==> config.mk <==
export PLATFORM = sky130hd
export DESIGN_NAME = tank_ctrl_flat
export DESIGN_NICKNAME = d
export VERILOG_FILES = /design/src/rtl/tank_ctrl_if.sv /design/src/rtl/tank_ctrl.sv /design/src/flat_wrapper.sv
export SDC_FILE = /design/constraint.sdc
export NUM_CORES = 1
export LEC_CHECK = 0
export BUFFER_PORTS_ARGS = -buffer_cell sky130_fd_sc_hd__buf_2
export CORE_MARGIN = 3
export CORE_UTILIZATION = 41
export CTS_CLUSTER_DIAMETER = 80
export DETAILED_ROUTE_END_ITERATION = 8
export SYNTH_ARGS = -nofsm -noshare
export SYNTH_HDL_FRONTEND = slang
export SYNTH_SLANG_ARGS = --single-unit
==> constraint.sdc <==
create_clock -name frame_clk -period 5.1 [get_ports frame_clk]
set_input_delay 1.02 -clock frame_clk [delete_from_list [all_inputs] [get_ports frame_clk]]
set_output_delay 1.02 -clock frame_clk [all_outputs]
set_load 0.005 [all_outputs]
==> src/rtl/tank_ctrl_if.sv <==
// Player-tank signal bundle: keyboard/map/opponent inputs and tank position/event outputs.
interface tank_ctrl_if;
    logic [7:0] keycode;
    logic [3:0] map_tile;
    logic [4:0] other_tx;
    logic [4:0] other_ty;
    logic [8:0] map_addr;
    logic [9:0] TankX;
    logic [9:0] TankY;
    logic [4:0] tile_x;
    logic [4:0] tile_y;
    logic [1:0] dir;
    logic       moved;
    logic       blocked;
    logic       fire;

    modport master (
        input  keycode, map_tile, other_tx, other_ty,
        output map_addr, TankX, TankY, tile_x, tile_y, dir, moved, blocked, fire
    );

    modport slave (
        output keycode, map_tile, other_tx, other_ty,
        input  map_addr, TankX, TankY, tile_x, tile_y, dir, moved, blocked, fire
    );
endinterface

==> src/rtl/tank_ctrl.sv <==
// Tile-stepped tank controller: key-driven moves checked against map and opponent,
// with independent fire cooldown.
module tank_ctrl #(
    parameter int         TILE_SHIFT  = 5,
    parameter int         MAP_W       = 20,
    parameter int         MAP_H       = 15,
    parameter int         START_TX    = 1,
    parameter int         START_TY    = 13,
    parameter int         START_DIR   = 0,
    parameter int         MOVE_PERIOD = 8,
    parameter int         FIRE_PERIOD = 30,
    parameter logic [7:0] KEY_UP      = 8'h1A,
    parameter logic [7:0] KEY_DOWN    = 8'h16,
    parameter logic [7:0] KEY_LEFT    = 8'h04,
    parameter logic [7:0] KEY_RIGHT   = 8'h07,
    parameter logic [7:0] KEY_FIRE    = 8'h2C
) (
    input  logic         frame_clk,
    input  logic         Reset,
    tank_ctrl_if.master  bus
);

    localparam int MCW = $clog2(MOVE_PERIOD + 1);
    localparam int FCW = $clog2(FIRE_PERIOD + 1);

    typedef enum logic [1:0] {IDLE, WAIT, CHECK} state_e;

    state_e         state_q, state_d;
    logic [4:0]     tx_q, tx_d, ty_q, ty_d;
    logic [4:0]     tgt_x_q, tgt_x_d, tgt_y_q, tgt_y_d;
    logic [1:0]     dir_q, dir_d;
    logic [MCW-1:0] mcool_q, mcool_d;
    logic [FCW-1:0] fcool_q, fcool_d;
    logic [8:0]     addr_q, addr_d;
    logic           moved_q, moved_d, blocked_q, blocked_d, fire_q, fire_d;

    logic           is_dir;
    logic [1:0]     kdir;
    logic [5:0]     nx, ny;
    logic           oob, hit;

    always_comb begin
        is_dir = 1'b1;
        kdir   = 2'd0;
        if      (bus.keycode == KEY_UP)    kdir = 2'd0;
        else if (bus.keycode == KEY_DOWN)  kdir = 2'd1;
        else if (bus.keycode == KEY_LEFT)  kdir = 2'd2;
        else if (bus.keycode == KEY_RIGHT) kdir = 2'd3;
        else                               is_dir = 1'b0;
    end

    // Stepping left/up off tile 0 wraps to 6'h3F, which the unsigned bound check rejects.
    always_comb begin
        nx = {1'b0, tx_q};
        ny = {1'b0, ty_q};
        case (kdir)
            2'd0:    ny = ny - 6'd1;
            2'd1:    ny = ny + 6'd1;
            2'd2:    nx = nx - 6'd1;
            default: nx = nx + 6'd1;
        endcase
        oob = (nx >= 6'(MAP_W)) || (ny >= 6'(MAP_H));
        hit = (nx == {1'b0, bus.other_tx}) && (ny == {1'b0, bus.other_ty});
    end

    always_comb begin
        state_d   = state_q;
        tx_d      = tx_q;
        ty_d      = ty_q;
        tgt_x_d   = tgt_x_q;
        tgt_y_d   = tgt_y_q;
        dir_d     = dir_q;
        mcool_d   = mcool_q;
        addr_d    = addr_q;
        moved_d   = 1'b0;
        blocked_d = 1'b0;
        case (state_q)
            IDLE: begin
                if (mcool_q != '0) begin
                    mcool_d = mcool_q - 1'b1;
                end else if (is_dir) begin
                    dir_d = kdir;
                    if (oob || hit) begin
                        blocked_d = 1'b1;
                        mcool_d   = MCW'(MOVE_PERIOD);
                    end else begin
                        tgt_x_d = nx[4:0];
                        tgt_y_d = ny[4:0];
                        addr_d  = 9'(ny) * 9'(MAP_W) + 9'(nx);
                        state_d = WAIT;
                    end
                end
            end
            WAIT: state_d = CHECK;
            CHECK: begin
                if (bus.map_tile == 4'd0) begin
                    tx_d    = tgt_x_q;
                    ty_d    = tgt_y_q;
                    moved_d = 1'b1;
                end else begin
                    blocked_d = 1'b1;
                end
                mcool_d = MCW'(MOVE_PERIOD);
                state_d = IDLE;
            end
            default: state_d = IDLE;
        endcase
    end

    // Fire runs regardless of the move FSM state.
    always_comb begin
        fire_d  = 1'b0;
        fcool_d = fcool_q;
        if (bus.keycode == KEY_FIRE && fcool_q == '0) begin
            fire_d  = 1'b1;
            fcool_d = FCW'(FIRE_PERIOD);
        end else if (fcool_q != '0) begin
            fcool_d = fcool_q - 1'b1;
        end
    end

    always_ff @(posedge frame_clk) begin
        if (Reset) begin
            state_q   <= IDLE;
            tx_q      <= 5'(START_TX);
            ty_q      <= 5'(START_TY);
            tgt_x_q   <= 5'(START_TX);
            tgt_y_q   <= 5'(START_TY);
            dir_q     <= 2'(START_DIR);
            mcool_q   <= '0;
            fcool_q   <= '0;
            addr_q    <= '0;
            moved_q   <= 1'b0;
            blocked_q <= 1'b0;
            fire_q    <= 1'b0;
        end else begin
            state_q   <= state_d;
            tx_q      <= tx_d;
            ty_q      <= ty_d;
            tgt_x_q   <= tgt_x_d;
            tgt_y_q   <= tgt_y_d;
            dir_q     <= dir_d;
            mcool_q   <= mcool_d;
            fcool_q   <= fcool_d;
            addr_q    <= addr_d;
            moved_q   <= moved_d;
            blocked_q <= blocked_d;
            fire_q    <= fire_d;
        end
    end

    assign bus.map_addr = addr_q;
    assign bus.tile_x   = tx_q;
    assign bus.tile_y   = ty_q;
    assign bus.TankX    = {5'd0, tx_q} << TILE_SHIFT;
    assign bus.TankY    = {5'd0, ty_q} << TILE_SHIFT;
    assign bus.dir      = dir_q;
    assign bus.moved    = moved_q;
    assign bus.blocked  = blocked_q;
    assign bus.fire     = fire_q;

endmodule
==> src/flat_wrapper.sv <==
// flat-port wrapper written by rule: the top's interface ports become plain ports
module tank_ctrl_flat 
#(
    parameter int         TILE_SHIFT  = 5,
    parameter int         MAP_W       = 20,
    parameter int         MAP_H       = 15,
    parameter int         START_TX    = 1,
    parameter int         START_TY    = 13,
    parameter int         START_DIR   = 0,
    parameter int         MOVE_PERIOD = 8,
    parameter int         FIRE_PERIOD = 30,
    parameter logic [7:0] KEY_UP      = 8'h1A,
    parameter logic [7:0] KEY_DOWN    = 8'h16,
    parameter logic [7:0] KEY_LEFT    = 8'h04,
    parameter logic [7:0] KEY_RIGHT   = 8'h07,
    parameter logic [7:0] KEY_FIRE    = 8'h2C
)
  (frame_clk, Reset, bus_keycode, bus_map_tile, bus_other_tx, bus_other_ty, bus_map_addr, bus_TankX, bus_TankY, bus_tile_x, bus_tile_y, bus_dir, bus_moved, bus_blocked, bus_fire);
  tank_ctrl_if bus_i ();
  input  logic frame_clk;
  input  logic Reset;
  input wire logic [$bits(bus_i.keycode)-1:0] bus_keycode;
  input wire logic [$bits(bus_i.map_tile)-1:0] bus_map_tile;
  input wire logic [$bits(bus_i.other_tx)-1:0] bus_other_tx;
  input wire logic [$bits(bus_i.other_ty)-1:0] bus_other_ty;
  output wire logic [$bits(bus_i.map_addr)-1:0] bus_map_addr;
  output wire logic [$bits(bus_i.TankX)-1:0] bus_TankX;
  output wire logic [$bits(bus_i.TankY)-1:0] bus_TankY;
  output wire logic [$bits(bus_i.tile_x)-1:0] bus_tile_x;
  output wire logic [$bits(bus_i.tile_y)-1:0] bus_tile_y;
  output wire logic [$bits(bus_i.dir)-1:0] bus_dir;
  output wire logic [$bits(bus_i.moved)-1:0] bus_moved;
  output wire logic [$bits(bus_i.blocked)-1:0] bus_blocked;
  output wire logic [$bits(bus_i.fire)-1:0] bus_fire;
  assign bus_i.keycode = bus_keycode;
  assign bus_i.map_tile = bus_map_tile;
  assign bus_i.other_tx = bus_other_tx;
  assign bus_i.other_ty = bus_other_ty;
  assign bus_map_addr = bus_i.map_addr;
  assign bus_TankX = bus_i.TankX;
  assign bus_TankY = bus_i.TankY;
  assign bus_tile_x = bus_i.tile_x;
  assign bus_tile_y = bus_i.tile_y;
  assign bus_dir = bus_i.dir;
  assign bus_moved = bus_i.moved;
  assign bus_blocked = bus_i.blocked;
  assign bus_fire = bus_i.fire;
  tank_ctrl #(.TILE_SHIFT(TILE_SHIFT), .MAP_W(MAP_W), .MAP_H(MAP_H), .START_TX(START_TX), .START_TY(START_TY), .START_DIR(START_DIR), .MOVE_PERIOD(MOVE_PERIOD), .FIRE_PERIOD(FIRE_PERIOD), .KEY_UP(KEY_UP), .KEY_DOWN(KEY_DOWN), .KEY_LEFT(KEY_LEFT), .KEY_RIGHT(KEY_RIGHT), .KEY_FIRE(KEY_FIRE)) u_core (.frame_clk(frame_clk), .Reset(Reset), .bus(bus_i));
endmodule
## Yosys cells after proc, flatten, opt, wreduce, memory -nomap -nowiden

Cells that the tools add are included.

| word-level totals | value |
|---|---|
| logic and storage cells | 89 |
| register bits after elaboration | 45 |
| output and inout port bits | 44 |
| bits in read-only memories | 0 |
| memories kept | 0 |
| latch bits | 0 |
| input port bits | 24 |
| memory bits (writable) | 0 |

| operators by class | value |
|---|---|
| bitwise operators | 3 |
| div/mod/pow operators | 0 |
| shifts and indexed selects | 0 |
| muxes and demuxes | 27 |
| reductions and logical operators | 20 |
| add/sub/neg operators | 7 |
| order comparisons | 2 |
| multiply operators | 1 |
| eq/ne operators | 16 |

Operators by type and width:

| operator | number |
|---|---|
| $pmux 6 s2 | 2 |
| $eq 8x3->1 const B | 2 |
| $eq 8x5->1 const B | 2 |
| $mux 2 | 7 |
| $add 5x1->6 const B | 2 |
| $eq 6x5->1 | 2 |
| $mux 4 | 3 |
| $sub 5x1->6 const B | 2 |
| $mux 1 | 10 |
| $mux 5 | 2 |
| $add 9x6->9 | 1 |
| $reduce_and 3->1 | 3 |
| $eq 8x6->1 const B | 1 |
| $pmux 4 s2 | 1 |
| $mul 6x3->7 const B | 1 |
| $ge 6x4->1 const B | 1 |
| $ge 6x5->1 const B | 1 |
| $ne 3x1->1 const B | 2 |
| $reduce_or 2->1 | 3 |
| $logic_not 5->1 | 1 |
| $reduce_bool 5->1 | 1 |
| $sub 5x1->5 const B | 1 |
| $eq 2x1->1 const B | 2 |
| $eq 2x2->1 const B | 2 |
| 14 further kinds | 21 |

## Logic depth before layout (Yosys ltp)

Gate-level depths: netlist of run 1.

| depth | value |
|---|---|
| word-level depth | 15 |
| gate-level depth with buffers | 18 |
| gate-level depth less buffers | 18 |

## Least setup slack after synthesis of run 1

No wires, ideal clock.

| path | value |
|---|---|
| path kind | input-to-reg |
| from | input bus_keycode[5] |
| to | register u_core.addr_q[8], in the netlist u_core.bus.map_addr[8] |
| required time | 4.964 ns |
| data arrival time | 4.743 ns |
| path slack | 0.222 ns |
| path buffers | 0 |
| library setup time | 0.136 ns |
| stages | 16 |
| cells stage by stage | or3_1 > nor3b_2 > nand3_1 > ha_1 > a21oi_1 > a21boi_0 > o31ai_1 > ha_1 > ha_1 > ha_1 > o21ai_0 > nand2b_1 > nor3b_1 > xnor2_1 > xnor2_1 > a211oi_2 |

| between the ends | value |
|---|---|
| elaborated cells on any way between the ends | 29 |
| classes of those cells | add/sub: 1; mul: 1; order compare: 2; eq/ne: 8; mux: 10; bitwise: 1; reduce/logical: 6 |

RTL lines:

| element | line | RTL |
|---|---|---|
| start, declared | flat_wrapper.sv:22 | `input wire logic [$bits(bus_i.keycode)-1:0] bus_keycode;` |
| $eq 8x3->1 | tank_ctrl.sv:48 | `else if (bus.keycode == KEY_RIGHT) kdir = 2'd3;` |
| $mux 2 | tank_ctrl.sv:48 |  |
| $mux 2 | tank_ctrl.sv:47 | `else if (bus.keycode == KEY_LEFT) kdir = 2'd2;` |
| $mux 2 | tank_ctrl.sv:46 | `else if (bus.keycode == KEY_DOWN) kdir = 2'd1;` |
| $mux 2 (*) | tank_ctrl.sv:45 | `if (bus.keycode == KEY_UP) kdir = 2'd0;` |
| $eq 2x1->1 / $logic_not 2->1 (equally long branches) | tank_ctrl.sv:56 | `case (kdir)` |
| $pmux 6 s2 (*) | tank_ctrl.sv:56 |  |
| named net u_core.ny[3] | tank_ctrl.sv:39 | `logic [5:0] nx, ny;` |
| branches (longest 5 deep; another with $add 9x6->9) | - |  |
| end signal, assigned | tank_ctrl.sv:145 | `addr_q <= addr_d;` |
| end, declared | tank_ctrl.sv:34 | `logic [8:0] addr_q, addr_d;` |

Mark *: on every way through the listed nets, which the timed path passes.
A chain may end at the register's enable or synchronous reset.

## Worst setup path after layout of run 1

Ends and elaborated chain as after synthesis.

==> reports/metrics.csv, run 1 <==
metric,value,unit
outcome,finished clean,
grt-ovfl-total,0,
drc,0,
die_w,95.7,um
ys_ff_latch,44,
synth-async-reset-ratio,0,%
fp.coreArea,7770,um^2
antenna_found_initial,0,
power.density,242,nW/um^2
cp_common_cell,ha_1,
wl_per_cell,14.6,um
hold_viol,0,
setup_viol,0,
ant_nets,0,
ys_top_cells_by_area,"dfxtp_1 (27%), ha_1 (8.3%), mux2i_1 (5.8%)",
avgSynthCellArea,8.76,um^2
drive_gt1_share,23.2,%
crit_required,5260,ps
dominantRegCellSynth,dfxtp_1,
ys_warn_count,0,
viasPerCell,5.20,
holdBufCountCts,0,
drv_cap,0,
yosysSeqAreaShare,26.7,%
peakVddDrop,117,uV
cp_slowest_stage_delay,400,ps
synth_edf_count,0,
diodes,0,
path_cells,buf_2 -> or3_1 -> nor3b_2 -> nand3_1 -> ha_1 -> a21oi_1 -> a21boi_0 -> o31ai_1 -> buf_4 -> ha_1 -> ha_1 -> ha_1 -> o21ai_0 -> nand2b_1 -> nor3b_1 -> xnor2_1 -> xnor2_1 -> a211oi_2,
worstHoldStart,u_core.tgt_y_q[4]$_SDFFE_PP0P_,
synth.top_cell.area_share,26.7,%
final_nets,471,
cts_resized,0,
synth.most_common_cell,nor2_1,
clock_latency,310,ps
finalClockSkew,10.6,ps
cp-startpoint,bus_keycode[5],
multiInputGateArea,2130,um^2
r2r_start,u_core.bus.tile_y[0]$_SDFFE_PP1P_,
start_util,42.5,%
rows,32,
ys_types,68,
hp-class,reg2reg,
syn-instance-count,377,
fmax,213,MHz
cp_top_family,adder cells,
cts_inserted_buffers,5,
cp_slowest_cell,or3_1,
track_usage,17.1,%
area_growth,11.0,%
fin_setup_tns,0,ps
gp_congestion,0.826,
worstPathMaxFanout,4,
max_slew_margin,45.1,%
fp.dieArea,9170,um^2
cts_max_level,2,
ioPinCount,68,
dieHeight,95.7,um
path_buf_inv,2,
drt-pass1-iter-count,4,
root_buffer,clkbuf_8,
synth.cells.most_frequent,"nor2_1 (48), dfxtp_1 (44), buf_4 (24)",
yosys.area.top_type,dfxtp_1,
cts.sinks,44,
arrival,4850,ps
p_leak,1.69,nW
cts_max_path_buffers,2,
drt_iter0_drc,129,
tritoncts,yes,
dp_slack,76.6,ps
rsz0062_at_grt,no,
num-fill-cells,784,
drv_slew,0,
grt_first_pass_wirelength,12200,um
post-route-period-util,92.0,%
via_count,2723,
synth_area,3300,um^2
dp_hpwl,5870,um
worstMarginPinSlew,823,ps
startpoint_type,primary input,
postLayoutSetupSlackWorst,407,ps
worst_setup_path_end_kind,register,
wl,7640,um
cts.reportedPaths.clkPinSlew,90,ps
seq_area,881,um^2
fin_crit,4690,ps
portBuffers,57,
grt_pass1_vias,2510,
cts_setup_buffers,0,
grt_max_degree,45,
path_class,in2reg,
[cell type report]
cell class / instances / share of cell area [%]
Timing Repair Buffer: 66 / 9.62
Tap cell: 102 / 3.48
Clock inverter: 3 / 1.26
Sequential cell: 44 / 24.0
Clock buffer: 5 / 1.88
Inverter: 17 / 1.74
Multi-Input combinational cell: 287 / 58.0
[logic make-up after synthesis]
family	count (synthesis)	synth area share, %
AO/OA/AOI/OAI	66	14.4
XOR/XNOR	32	9.55
adder cells (fa/ha/maj)	26	10.8
buffers and inverters	55	10.2
flip-flops	44	26.7
multiplexers	21	6.44
other	1	0.114
AND/OR/NAND/NOR	132	21.8
[cells in the final DEF (no fill, tap or decap), types with 5 or more instances in the layout]
master    Yosys  final
buf_2         2     57
clkbuf_8      0      5
nor2_1       48     48
buf_4        24      9
ha_1         22     22
nor3_1       11     11
a21oi_1      18     18
xnor2_1      13     13
xor2_1       16     16
nand2_1      21     21
o31ai_1       7      7
a211oi_1      5      5
dfxtp_1      44     44
mux2i_1      19     19
or3_1         5      5
nor2b_1       5      5
nand3_1       5      5
a21o_1        5      5
inv_1        17     17
conb_1        1     10
o21ai_0       6      6
[stage by stage]
stage | power [mW] | hold WS, ps | instance area (um^2) | util, % | std cells
after floorplan | 0.573 | 438 | 3340 | - | 386
after global placement | 0.608 | 453 | 3550 | 45.7 | 516
after detailed placement | 0.615 | 462 | 3550 | 45.7 | 516
after CTS | 0.899 | 478 | 3670 | 47.2 | 524
after global routing | 0.942 | 491 | 3670 | 47.2 | 524
final | 0.888 | 477 | 3670 | 47.2 | 524
[power breakdown]
part	total, mW	switching (mW)	leakage (nW)	internal [mW]
registers	0.392	0.0234	0.357	0.369
clock network	0.280	0.132	0.0548	0.148
logic	0.215	0.118	1.28	0.0969
[flip-flops by register name, indices dropped and copies added (netlist names)]
name                 count
u_core.bus.map_addr      9
u_core.bus.tile_x        5
u_core.bus.tile_y        5
u_core.fcool_q           5
u_core.tgt_y_q           5
u_core.mcool_q           4
u_core.tgt_x_q           4
u_core.bus.dir           2
u_core.state_q           2
u_core.bus.blocked       1
u_core.bus.fire          1
u_core.bus.moved         1
[per-layer routing]
| layer | vias to the layer above | global-route usage (%) | share of wire, % |
|---|---|---|---|
| met5 | - | 0 | 0 |
| met2 | 75 | 27.2 | 44 |
| met1 | 1256 | 23.4 | 49 |
| li1 | 1377 | - | - |
| met4 | 0 | 6.52 | 2.3 |
| met3 | 15 | 2.74 | 4.8 |
[path summary, 6_finish.rpt]
check | cells past startpoint | slack (ps) | end
worst max-delay path | 18 | 410 | u_core.bus.map_addr[8]$_SDFFE_PP0P_
worst min-delay path | 1 | 480 | u_core.tgt_y_q[4]$_SDFFE_PP0P_
worst max register to register | 15 | 1430 | u_core.bus.map_addr[8]$_SDFFE_PP0P_
worst min register to register | 1 | 480 | u_core.tgt_y_q[4]$_SDFFE_PP0P_
Power figures use the tool's default switching activity.
==> inputs of run 2 (changes only) <==
--- a/config.mk
+++ b/config.mk
@@ -7,9 +7,11 @@
 export LEC_CHECK = 0
 export BUFFER_PORTS_ARGS = -buffer_cell sky130_fd_sc_hd__buf_2
 export CORE_MARGIN = 3
-export CORE_UTILIZATION = 41
+export CORE_UTILIZATION = 44
 export CTS_CLUSTER_DIAMETER = 80
 export DETAILED_ROUTE_END_ITERATION = 8
+export MAX_ROUTING_LAYER = met4
+export PLACE_DENSITY = 0.69
 export SYNTH_ARGS = -nofsm -noshare
 export SYNTH_HDL_FRONTEND = slang
 export SYNTH_SLANG_ARGS = --single-unit
==> reports/metrics.csv, run 2 (synthesis gave the netlist of run 1 again) <==
metric,value,unit,change
num-fill-cells,711,,was 784
pwr-share-clk,25.0,%,was 31.6%
grt_first_pass_wirelength,12400,um,"was 12,200 um"
wl_per_cell,14.3,um,was 14.6 um
dieHeight,92.6,um,was 95.7 um
peakVddDrop,193,uV,was 117 uV
internal-power,559,uW,was 614 uW
fmax,209,MHz,was 213 MHz
route.layer.met1.wl,3670,um,was 3730 um
viasPerCell,5.28,,was 5.20
tritoncts,yes,,unchanged
cts_setup_buffers,0,,unchanged
drt_iter0_drc,72,,was 129
dp_hpwl,5730,um,was 5870 um
startpoint_type,primary input,,unchanged
grt-ovfl-total,0,,unchanged
p_leak,1.68,nW,was 1.69 nW
cp_slowest_cell,or3_1,,unchanged
p_total,812,uW,was 888 uW
top_layer_used,met4,,unchanged
worstPathMaxFanout,6,,was 4
fp.coreArea,7020,um^2,was 7770 um^2
p_sw,253,uW,was 274 uW
dpl-instance-area,3550,um^2,about the same
max_slew_margin,46.2,%,was 45.1%
final_cell_mix,"buf_2 (57), nor2_1 (48), dfxtp_1 (44), ha_1 (22), nand2_1 (21)",,unchanged
wl_met3,367,um,was 370 um
die_w,92.6,um,was 95.7 um
rows,30,,was 32
post-route-period-util,94.0,%,was 92.0%
diodes,0,,unchanged
area_growth,10.4,%,was 11.0%
hp-class,reg2reg,,unchanged
antenna_found_initial,0,,unchanged
ff2ff_setup_slack,1420,ps,was 1430 ps
path_class,in2reg,,unchanged
finalClockSkew,6.26,ps,was 10.6 ps
final_nets,470,,was 471
cts_inserted_buffers,5,,unchanged
power.density,223,nW/um^2,was 242 nW/um^2
design_area,3650,um^2,was 3670 um^2
setup_viol,0,,unchanged
power_frac_comb,26.7,%,was 24.2%
outcome,finished clean,,unchanged
clock_latency,290,ps,was 310 ps
worst_hold_slack,476,ps,was 477 ps
fp.dieArea,8580,um^2,was 9170 um^2
drive_gt1_share,23.3,%,was 23.2%
cp_common_cell,ha_1,,unchanged
drv_cap,0,,unchanged
gp_congestion,0.866,,was 0.826
wl,7400,um,was 7640 um
seq_power_share,48.3,%,was 44.2%
start_util,47.0,%,was 42.5%
placed_cells,509,,was 516
fin_crit,4790,ps,was 4690 ps
netSwitchingFraction,31.2,%,was 30.9%
cts_max_level,2,,unchanged
dp_slack,-180,ps,was 76.6 ps
arrival,4940,ps,was 4850 ps
postLayoutSetupSlackWorst,307,ps,was 407 ps
drv_slew,0,,unchanged
path_cells,buf_2 -> or3_1 -> nor3b_4 -> nand3_2 -> ha_1 -> a21oi_1 -> a21boi_0 -> o31ai_2 -> ha_1 -> ha_1 -> ha_1 -> o21ai_0 -> nand2b_1 -> nor3b_1 -> xnor2_1 -> xnor2_1 -> a211oi_2,,was buf_2 -> or3_1 -> nor3b_2 -> nand3_1 -> ha_1 -> a21oi_1 -> a21boi_0 -> o31ai_1 -> buf_4 -> ha_1 -> ha_1 -> ha_1 -> o21ai_0 -> nand2b_1 -> nor3b_1 -> xnor2_1 -> xnor2_1 -> a211oi_2
drt-pass1-iter-count,4,,unchanged
via_count,2726,,"was 2,723"
ioPinCount,68,,unchanged
worstMarginPinSlew,807,ps,was 823 ps
instances_no_fill,516,,was 524
largest_register_ffs,9,,unchanged
track_usage,18.1,%,was 17.1%
hold_viol,0,,unchanged
rsz0062_at_grt,no,,unchanged
ant_nets,0,,unchanged
grt_max_degree,45,,unchanged
cp_slowest_stage_delay,430,ps,was 400 ps
worst_setup_path_end_kind,register,,unchanged
cts.sinks,44,,unchanged
cts.reportedPaths.clkPinSlew,80,ps,was 90 ps
portBuffers,57,,unchanged
drc,0,,unchanged
wl_met2,3300,um,was 3370 um
crit_required,5240,ps,was 5260 ps
final_common_cell,buf_2,,unchanged
root_buffer,clkbuf_8,,unchanged
cts_max_path_buffers,2,,unchanged
grt_pass1_vias,2625,,"was 2,510"
[run 2: changes by cell type in the layout (fill, tap and decap cells not counted), sizes merged]
cell	before	now
clkinv	0	1
inv	18	17
bufinv	1	0
buf	66	65
[run 2: cell type report]
| class | instances | area, um^2 | share of cell area, % |
|---|---|---|---|
| inverter | 17 | 63.8 | 1.75 |
| multi-input combinational | 287 | 2140 | 58.8 |
| sequential | 44 | 881 | 24.2 |
| clock inverter | 2 | 12.5 | 0.343 |
| tap | 96 | 120 | 3.29 |
| clock buffer | 5 | 68.8 | 1.89 |
| timing repair buffer | 65 | 358 | 9.81 |
[run 2: worst paths after layout]
path                                                            end  cells after the start                         startpoint
worst max-delay path            u_core.bus.map_addr[8]$_SDFFE_PP0P_                     17                     bus_keycode[5]
worst min-delay path              u_core.bus.tile_x[0]$_SDFFE_PP1P_                      2     u_core.tgt_x_q[0]$_SDFFE_PP1P_
worst max register to register  u_core.bus.map_addr[8]$_SDFFE_PP0P_                     15  u_core.bus.tile_y[0]$_SDFFE_PP1P_
worst min register to register    u_core.bus.tile_x[0]$_SDFFE_PP1P_                      2     u_core.tgt_x_q[0]$_SDFFE_PP1P_
[run 2: stage by stage]
stage | util [%] | TNS (ps)
floorplan | - | 0
global placement | 50.6 | 0
detailed placement | 50.6 | -180
CTS | 51.7 | 0
global route | 51.9 | 0
finish | 51.9 | 0
[run 2: repair_timing]
item	4_1_cts	5_1_grt
endpoints found under the setup margin	0	1
hold buffers	0	0
gates resized for setup	0	3
[run 2: critical path, delay by kind of cell]
family / cells / cell delay (ps)
adder cells (fa/ha/maj): 4 / 1290
AO/OA/AOI/OAI: 5 / 930
XOR/XNOR: 2 / 330
buffers and inverters: 1 / 110
AND/OR/NAND/NOR: 5 / 1260
[run 2: power by group through the flow]
stage | clock, mW | sequential, mW | combinational [mW]
6_report | 0.203 | 0.392 | 0.217
5_1_grt | 0.225 | 0.396 | 0.250
4_1_cts | 0.214 | 0.392 | 0.216
3_5_place_dp | 0 | 0.400 | 0.214
3_3_place_gp | 0 | 0.399 | 0.207
2_1_floorplan | 0 | 0.394 | 0.179
[run 2: per-layer routing]
metal,vias to the layer above,GRT usage (%)
li1,1374,-
met1,1269,24.4
met2,77,29.1
met3,6,2.84
met4,0,3.17
met5,-,-
